## src/rtl/ula_pkg.sv

```systemverilog
// Shared definitions for the ALU operation sequencer: operand width, opcodes, FSM states.
package ula_pkg;

    localparam int WIDTH = 8;

    localparam logic [1:0] OP_ADD  = 2'b00;
    localparam logic [1:0] OP_SUB  = 2'b01;
    localparam logic [1:0] OP_MUL  = 2'b10;
    localparam logic [1:0] OP_PASS = 2'b11;

    typedef enum logic [1:0] {
        IDLE = 2'b00,
        EXEC = 2'b01,
        FIN  = 2'b10
    } state_t;

endpackage

```

## src/rtl/somadorde8bits.sv

```systemverilog
// 8-bit ripple-carry adder without carry-in; carry out exposed on cout.
module somadorde8bits (
    input  logic [7:0] a,
    input  logic [7:0] b,
    output logic [7:0] s,
    output logic       cout
);

    logic [8:0] carry_s;

    assign carry_s[0] = 1'b0;

    for (genvar i = 0; i < 8; i++) begin : g_fa
        assign s[i]         = a[i] ^ b[i] ^ carry_s[i];
        assign carry_s[i+1] = (a[i] & b[i]) | (carry_s[i] & (a[i] ^ b[i]));
    end

    assign cout = carry_s[8];

endmodule

```

## src/rtl/ula_sequenciador.sv

```systemverilog
// Multi-cycle ADD/SUB/MUL/PASS sequencer time-sharing one somadorde8bits adder.
// Optional ULA_ZERO_FLAG_EN adds a registered zero output alongside result.
module ula_sequenciador
    import ula_pkg::*;
#(
    parameter int WIDTH = ula_pkg::WIDTH
) (
    input  logic                 clk,
    input  logic                 rst,
    input  logic                 start,
    output logic                 ready,
    input  logic [1:0]           op,
    input  logic [WIDTH-1:0]     a,
    input  logic [WIDTH-1:0]     b,
    output logic [2*WIDTH-1:0]   result,
    output logic                 flag,
`ifdef ULA_ZERO_FLAG_EN
    output logic                 zero,
`endif
    output logic                 done
);

    localparam int         MUL_ITER = WIDTH;
    localparam logic [3:0] MUL_LAST = 4'(MUL_ITER - 1);

    if (WIDTH != 8) begin : g_width_check
        $error("ula_sequenciador supports WIDTH=8 only");
    end

    state_t               state_r, state_next_s;
    logic [1:0]           op_r;
    logic [WIDTH-1:0]     op_a_r, op_b_r, acc_hi_r, acc_lo_r, tmp_r;
    logic                 c1_r;
    logic [3:0]           count_r;
    logic [2*WIDTH-1:0]   result_r, res_next_s;
    logic                 flag_r, flag_next_s, done_r, last_pass_s;
    logic [WIDTH-1:0]     add_a_s, add_b_s, add_sum_s, mul_hi_s, mul_lo_s;
    logic                 add_cout_s;
`ifdef ULA_ZERO_FLAG_EN
    logic                 zero_r;
`endif

    somadorde8bits u_somador (
        .a    (add_a_s),
        .b    (add_b_s),
        .s    (add_sum_s),
        .cout (add_cout_s)
    );

    // Adder operand selection for the current pass
    always_comb begin
        add_a_s = op_a_r;
        add_b_s = op_b_r;
        case (op_r)
            OP_ADD: begin
                add_a_s = op_a_r;
                add_b_s = op_b_r;
            end
            OP_SUB: begin
                if (count_r == 4'd0) begin
                    add_a_s = ~op_b_r;
                    add_b_s = 8'h01;
                end else begin
                    add_a_s = op_a_r;
                    add_b_s = tmp_r;
                end
            end
            OP_MUL: begin
                add_a_s = acc_hi_r;
                add_b_s = acc_lo_r[0] ? op_a_r : 8'h00;
            end
            default: begin
                add_a_s = op_a_r;
                add_b_s = 8'h00;
            end
        endcase
    end

    // Shift-add step: carry enters the accumulator top, low sum bit shifts into acc_lo
    assign mul_hi_s = {add_cout_s, add_sum_s[WIDTH-1:1]};
    assign mul_lo_s = {add_sum_s[0], acc_lo_r[WIDTH-1:1]};

    // Final result and flag as they would be captured on the last pass
    always_comb begin
        res_next_s  = {{WIDTH{1'b0}}, add_sum_s};
        flag_next_s = 1'b0;
        case (op_r)
            OP_ADD:  flag_next_s = add_cout_s;
            OP_SUB:  flag_next_s = ~(c1_r | add_cout_s);
            OP_MUL: begin
                res_next_s  = {mul_hi_s, mul_lo_s};
                flag_next_s = (mul_hi_s != {WIDTH{1'b0}});
            end
            default: flag_next_s = 1'b0;
        endcase
    end

    // Next-state logic and last-pass detection
    always_comb begin
        state_next_s = state_r;
        last_pass_s  = 1'b0;
        case (state_r)
            IDLE: begin
                if (start) state_next_s = EXEC;
                else       state_next_s = IDLE;
            end
            EXEC: begin
                case (op_r)
                    OP_SUB:  last_pass_s = (count_r == 4'd1);
                    OP_MUL:  last_pass_s = (count_r == MUL_LAST);
                    default: last_pass_s = 1'b1;
                endcase
                if (last_pass_s) state_next_s = FIN;
                else             state_next_s = EXEC;
            end
            FIN:     state_next_s = IDLE;
            default: state_next_s = IDLE;
        endcase
    end

    // FSM state register
    always_ff @(posedge clk or posedge rst) begin
        if (rst) state_r <= IDLE;
        else     state_r <= state_next_s;
    end

    // Operand latch, pass counter, accumulator and output registers
    always_ff @(posedge clk or posedge rst) begin
        if (rst) begin
            op_r     <= 2'b00;
            op_a_r   <= 8'h00;
            op_b_r   <= 8'h00;
            acc_hi_r <= 8'h00;
            acc_lo_r <= 8'h00;
            tmp_r    <= 8'h00;
            c1_r     <= 1'b0;
            count_r  <= 4'd0;
            result_r <= 16'h0000;
            flag_r   <= 1'b0;
            done_r   <= 1'b0;
`ifdef ULA_ZERO_FLAG_EN
            zero_r   <= 1'b0;
`endif
        end else begin
            done_r <= (state_r == EXEC) && last_pass_s;
            case (state_r)
                IDLE: begin
                    if (start) begin
                        op_r     <= op;
                        op_a_r   <= a;
                        op_b_r   <= b;
                        acc_hi_r <= 8'h00;
                        acc_lo_r <= b;
                        count_r  <= 4'd0;
                    end
                end
                EXEC: begin
                    count_r <= count_r + 4'd1;
                    if ((op_r == OP_SUB) && (count_r == 4'd0)) begin
                        c1_r  <= add_cout_s;
                        tmp_r <= add_sum_s;
                    end
                    if (op_r == OP_MUL) begin
                        acc_hi_r <= mul_hi_s;
                        acc_lo_r <= mul_lo_s;
                    end
                    if (last_pass_s) begin
                        result_r <= res_next_s;
                        flag_r   <= flag_next_s;
`ifdef ULA_ZERO_FLAG_EN
                        zero_r   <= (res_next_s == 16'h0000);
`endif
                    end
                end
                default: ;
            endcase
        end
    end

    assign ready  = (state_r == IDLE);
    assign done   = done_r;
    assign result = result_r;
    assign flag   = flag_r;
`ifdef ULA_ZERO_FLAG_EN
    assign zero   = zero_r;
`endif

endmodule

```

## config.mk

```make
export PLATFORM = sky130hd
export DESIGN_NAME = ula_sequenciador
export DESIGN_NICKNAME = d
export VERILOG_FILES = /design/src/rtl/ula_pkg.sv /design/src/rtl/somadorde8bits.sv /design/src/rtl/ula_sequenciador.sv
export SDC_FILE = /design/constraint.sdc
export NUM_CORES = 1
export LEC_CHECK = 0
export ABC_AREA = 1
export BUFFER_PORTS_ARGS = -buffer_cell sky130_fd_sc_hd__buf_2
export CAP_MARGIN = 20
export CORE_MARGIN = 2
export CORE_UTILIZATION = 56
export CTS_CLUSTER_DIAMETER = 30
export DETAILED_ROUTE_END_ITERATION = 10
export PLACE_DENSITY = 0.77
export SLEW_MARGIN = 40
export SYNTH_ARGS = -nofsm -noshare
export SYNTH_HDL_FRONTEND = slang
export SYNTH_SLANG_ARGS = --single-unit
```

## constraint.sdc

```tcl
create_clock -name clk -period 6.2 [get_ports clk]
set_input_delay 0.93 -clock clk [delete_from_list [all_inputs] [get_ports clk]]
set_output_delay 0.93 -clock clk [all_outputs]
set_load 0.005 [all_outputs]
```

# After elaboration in Yosys (flattened, before gate mapping)
# Index checks and enable logic that the tools add are counted.
[op_classes]
addsub = 1
n_mul = 0
div = 0
magnitude_cmp = 0
n_eq_ne = 7
shifts = 0
mux = 21
n_bitwise = 40
n_reduce_logical = 12
[ops]
columns = ["cell", "n"]
rows = [
  ["two-way mux 8 bit", 7],
  ["one-hot mux 8 bit (2 select lines)", 3],
  ["one-hot mux 8 bit (3 select lines)", 1],
  ["two-way mux 16 bit", 1],
  ["bitwise AND 1 bit", 15],
  ["bitwise XOR 1 bit", 15],
  ["NOT 8 bit", 1],
  ["OR 1 bit", 8],
  ["one-hot mux 4 bit (2 select lines)", 1],
  ["AND reduction 2 bit", 4],
  ["nonzero test 8 bit", 1],
  ["adder 4 x 1 -> 4 bit, second input constant", 1],
  ["== test 2 x 1 -> 1 bit, second input constant", 2],
  ["== test 4 x 1 -> 1 bit, second input constant", 1],
  ["== test 4 x 3 -> 1 bit, second input constant", 1],
  ["logical NOT 2 bit", 2],
  ["logical NOT 4 bit", 1],
  ["two-way mux 4 bit", 1],
  ["one-hot mux 2 bit (2 select lines)", 1],
  ["two-way mux 1 bit", 3],
  ["one-hot mux 1 bit (3 select lines)", 1],
  ["AND reduction 3 bit", 1],
  ["== test 2 bit, second input constant", 1],
  ["logical AND 1 bit", 2],
  ["other kinds (6)", 6],
]
[totals]
register_bits = 67
latch_bits = 0
ram_bits = 0
rom_bits = 0
inputBits = 21
out_inout_bits = 19
word_cells = 93
mem_count = 0

# Longest topological paths before layout
[depth]
depth_word = 21
depth_mapped = 26
ltp_nobuf = 26

# Modules after synthesis
# From an unflattened synthesis, not the netlist that was laid out.
[hier_totals]
hier_cells = 423
hier_area_um2 = 3465.8
[modules_own_cells]
columns = ["mod", "instances", "cells_per_inst", "area_each_um2", "seq_area_each_um2"]
rows = [
  ["ula_sequenciador", 1, 405, 3275.6, 1676.6],
  ["somadorde8bits", 1, 18, 190.2, 0.0],
]

# Worst setup path before layout
# OpenSTA, ideal clock, no wires.
[synth_path]
path_type = "flip-flop to flip-flop"
start = "register op_r[0]"
end = "register flag_r (netlist: flag)"
setup_ns = 0.117
arrival_ns = 4.321
t_required_ns = 6.083
slack_ns = 1.761
stages_incl_launch_ff = 26
path_buffers = 1
synth_period_minus_slack_ns = 4.439
path_cell_list = "dfrtp_1 > inv_1 > ha_1 > buf_2 > nand2_1 > inv_2 > nand2_1 > a31oi_1 > ha_1 > fa_1 > inv_1 > fa_1 > inv_1 > fa_1 > fa_1 > fa_1 > fa_1 > fa_1 > inv_1 > nand2_1 > nor2_1 > nand2_1 > nand2_1 > nand2_1 > nand3_1 > nand2_1"
[synth_via]
elab_cells_between_ends = 49
cone_classes = "eq/ne (2); mux (6); bitwise (38); reduce/logical (3)"
[synth_rtl]
columns = ["item", "line_no", "rtl"]
rows = [
  ["start, declared", "ula_sequenciador.sv:31", "logic [1:0] op_r;"],
  ["start signal, assigned", "ula_sequenciador.sv:149", "op_r <= op;"],
  ["== test 2 bit, or another cell as far along", "ula_sequenciador.sv:54", "case (op_r)"],
  ["one-hot mux 8 bit (3 select lines) or one-hot mux 8 bit (2 select lines) (tied branches)", "ula_sequenciador.sv:54", ""],
  ["bitwise AND 1 bit or bitwise XOR 1 bit (tied branches)", "somadorde8bits.sv:15", "assign carry_s[i+1] = (a[i] & b[i]) | (carry_s[i] & (a[i] ^ b[i]));"],
  ["bitwise AND 1 bit", "somadorde8bits.sv:15", ""],
  ["OR 1 bit", "somadorde8bits.sv:15", ""],
  ["bitwise AND 1 bit", "somadorde8bits.sv:15", ""],
  ["OR 1 bit", "somadorde8bits.sv:15", ""],
  ["bitwise AND 1 bit", "somadorde8bits.sv:15", ""],
  ["(+3 left out)", "n/a", ""],
  ["bitwise AND 1 bit", "somadorde8bits.sv:15", ""],
  ["OR 1 bit", "somadorde8bits.sv:15", ""],
  ["bitwise AND 1 bit", "somadorde8bits.sv:15", ""],
  ["OR 1 bit", "somadorde8bits.sv:15", ""],
  ["bitwise XOR 1 bit *", "somadorde8bits.sv:14", "assign s[i] = a[i] ^ b[i] ^ carry_s[i];"],
  ["net add_sum_s[7]", "ula_sequenciador.sv:37", "logic [WIDTH-1:0] add_a_s, add_b_s, add_sum_s, mul_hi_s, mul_lo_s;"],
  ["nonzero test 8 bit *", "ula_sequenciador.sv:92", "flag_next_s = (mul_hi_s != {WIDTH{1'b0}});"],
  ["one-hot mux 1 bit (3 select lines) *", "ula_sequenciador.sv:87", "case (op_r)"],
  ["end signal, assigned", "ula_sequenciador.sv:169", "flag_r <= flag_next_s;"],
  ["end, declared", "ula_sequenciador.sv:36", "logic flag_r, flag_next_s, done_r, last_pass_s;"],
]
# The timed path passes the listed nets; every way through them passes the cells marked *. The select of a mux whose other input is x is not followed.
# A chain may end at the register's enable or synchronous reset.

# Final worst setup path
# Ends and elaborated chain as after synthesis.

==> impl_metrics.json <==
{
  "whs_path_depth": 2,
  "drive_gt1_share_pct": 20.8,
  "grt.total_usage_pct": 26.7,
  "clock_tree.root_cell": "clkbuf_8",
  "fmax_mhz": 197,
  "io_buffers": 39,
  "tritoncts": "built",
  "outcome": "complete, no violations",
  "max_cap_viol_count": 0,
  "yosysSeqAreaShare_pct": 48.6,
  "vdd_ir_drop_max_mv": 0.313,
  "ys_warn_count": 0,
  "fin_setup_tns_ps": 0,
  "synth.distinct_cells": 32,
  "path_class": "flip-flop to flip-flop",
  "path_clk_slew_ps": 70,
  "final_util_pct": 64.8,
  "die_y_um": 82.5,
  "rsz0062_at_grt": "false",
  "dieArea_um2": 6800,
  "grt_max_degree": 68,
  "gp_congestion": 0.888,
  "drtIter0Drc": 216,
  "drc": 0,
  "whs_ps": 484,
  "holdBufCountCts": 0,
  "drt_first_pass_iters": 5,
  "setup_ws_ps": 1120,
  "hpwl_mm": 5.70,
  "first_global_vias": 2557,
  "row_count": 28,
  "report.final.slew_viol_count": 0,
  "period_needed_ps": 5080,
  "gr-total-overflow": 0,
  "cts_setup_buffers": 0,
  "p_per_area_nw_per_um2": 594,
  "design_area_um2": 3830,
  "ys_ff_latch": 67,
  "antenna_left": 0,
  "r2r_cells": 24,
  "dp_cells": 480,
  "h-tree-depth": 3,
  "finClkSkew_ps": 7.68,
  "r2r_slack_ps": 1120,
  "synth_fp_nets": 415,
  "cp_data_required_time_ps": 6440,
  "area_growth_pct": 11.1,
  "p_leak_nw": 1.84,
  "place_ws_ps": 1230,
  "slew_headroom_pct": 47.1,
  "syn_inst": 380,
  "syn_avg_cell_area_um2": 9.08,
  "final-hold-violation-count": 0,
  "nets": 451,
  "cp_max_fo": 22,
  "cts_resized": 0,
  "die_w_um": 82.5,
  "layout.cells.non_filler": 494,
  "power_mw": 2.28,
  "via_count": 2723,
  "fin_crit_sh_pct": 81.9,
  "cts_buffers": 9,
  "cts_buffer_depth": 2,
  "whs_endpoint": "result[7]",
  "placed_area_um2": 3660,
  "initial_core_util_pct": 58.3,
  "r2r-end": "flag",
  "routed_wirelength_mm": 8.00,
  "wl_per_cell_um": 16.2,
  "setup_viol": 0,
  "min_path_type": "flip-flop to flip-flop",
  "core_um2": 5920,
  "io_pins": 40,
  "syn_area_um2": 3450,
  "clock_sinks": 67,
  "hold_start": "result[7]",
  "end_kind": "flip-flop",
  "antenna_found_initial": 0,
  "reg2reg_from": "op_r[0]",
  "via_per_inst": 5.51,
  "start_kind": "flip-flop",
  "clk-insertion-delay-late_ps": 340,
  "tightest_slew_ps": 794,
  "diodes": 0,
  "crit_arrival_ps": 5310,
  "grt_pass1_wl_mm": 13.0
}
==> power by group <==
group | total [mW] | internal (mW) | switching, mW
sequential | 0.742 | 0.610 | 0.133
combinational | 1.21 | 0.398 | 0.811
clock | 0.326 | 0.162 | 0.164
==> metal layers <==
metal / global-route usage [%] / up-vias / wire length [um]
met2: 42.2 / 97 / 3790
met4: 11.0 / 0 / 159
met1: 36.2 / 1299 / 3620
met5: 0 / - / 0
li1: - / 1310 / -
met3: 5.33 / 17 / 434
==> critical path, stage by stage (launching register included) <==
cell and delay [ps]:
dfrtp_1 380, inv_1 90, ha_1 480, inv_2 290, o22ai_1 100, nand2_1 60, nand2_1 60, ha_1 210
fa_1 360, inv_1 80, fa_1 170, inv_1 50, fa_1 370, fa_1 400, fa_1 410, fa_1 400
fa_1 460, inv_1 140, nand2_1 80, nor2_1 90, nand2_1 60, nand2_1 60, nand2_1 60, nand3_1 80
nand2_1 50
==> layout make-up <==
cell class	count	area, um^2
fill	505	2090
sequential	67	1680
multi-input combinational	267	1570
timing repair buffer	40	206
clock buffer	12	155
inverter	31	116
tap	75	93.8
clock inverter	2	12.5
==> cell usage after synthesis, drive strengths merged <==
cell type  instances  area, um^2
o31ai              1        7.51
nand2            134         556
a21oi              4        31.3
inv               31         116
nand3             12        90.1
a31o               1        8.76
mux2              16         180
ha                 7        87.6
dfrtp             67        1680
clkbuf             2        7.51
o21ai             42         221
nor2              17        76.3
o22ai              9        56.3
a31oi             15        93.8
o211ai             1        7.51
fa                 7         140
xnor2              1        8.76
buf               13        83.8
==> cell usage in the layout, fill, tap and decap left out <==
cell type / count
nand2_1: 119
dfrtp_1: 67
buf_2: 39
inv_1: 25
o21ai_0: 21
o21ai_1: 18
a31oi_1: 15
nor2_1: 14
mux2_1: 13
nand2_2: 12
clkbuf_8: 11
o22ai_1: 9
nand3_1: 9
fa_1: 7
ha_1: 7
inv_2: 6
nand2_4: 3
a21oi_1: 3
mux2_2: 3
nand3_4: 2
o21ai_2: 2
nor2_2: 2
nand3_2: 1
a21oi_4: 1
xnor2_1: 1
nor2_4: 1
o21ai_4: 1
a31o_1: 1
o211ai_1: 1
o31ai_1: 1
clkbuf_1: 1
clkinvlp_4: 1
clkinv_2: 1
buf_6: 1
==> cells by family after synthesis <==
kind of cell             Yosys count  synth area share [%]
AND/OR/NAND/NOR                  163                  20.9
multiplexers                      16                  5.22
XOR/XNOR                           1                 0.254
flip-flops                        67                  48.6
buffers and inverters             46                  6.02
AO/OA/AOI/OAI                     73                  12.4
adder cells (fa/ha/maj)           14                  6.60
==> worst max path at each step <==
stage / start / to / cells past startpoint
after floorplan: op_r[0] / flag / 25
after global placement: op_r[0] / flag / 23
after detailed placement: op_r[0] / flag / 24
after CTS: op_r[0] / flag / 24
after global routing: op_r[0] / flag / 24
final: op_r[0] / flag / 24
==> registers in the layout (all words and copies together), names as in the netlist <==
signal / count
tmp_r: 8
op_r: 2
c1_r: 1
flag: 1
state_r: 2
result: 16
op_b_r: 8
acc_hi_r: 8
op_a_r: 8
done: 1
count_r: 4
acc_lo_r: 8
Note: power is estimated with default switching activity, not from simulation.
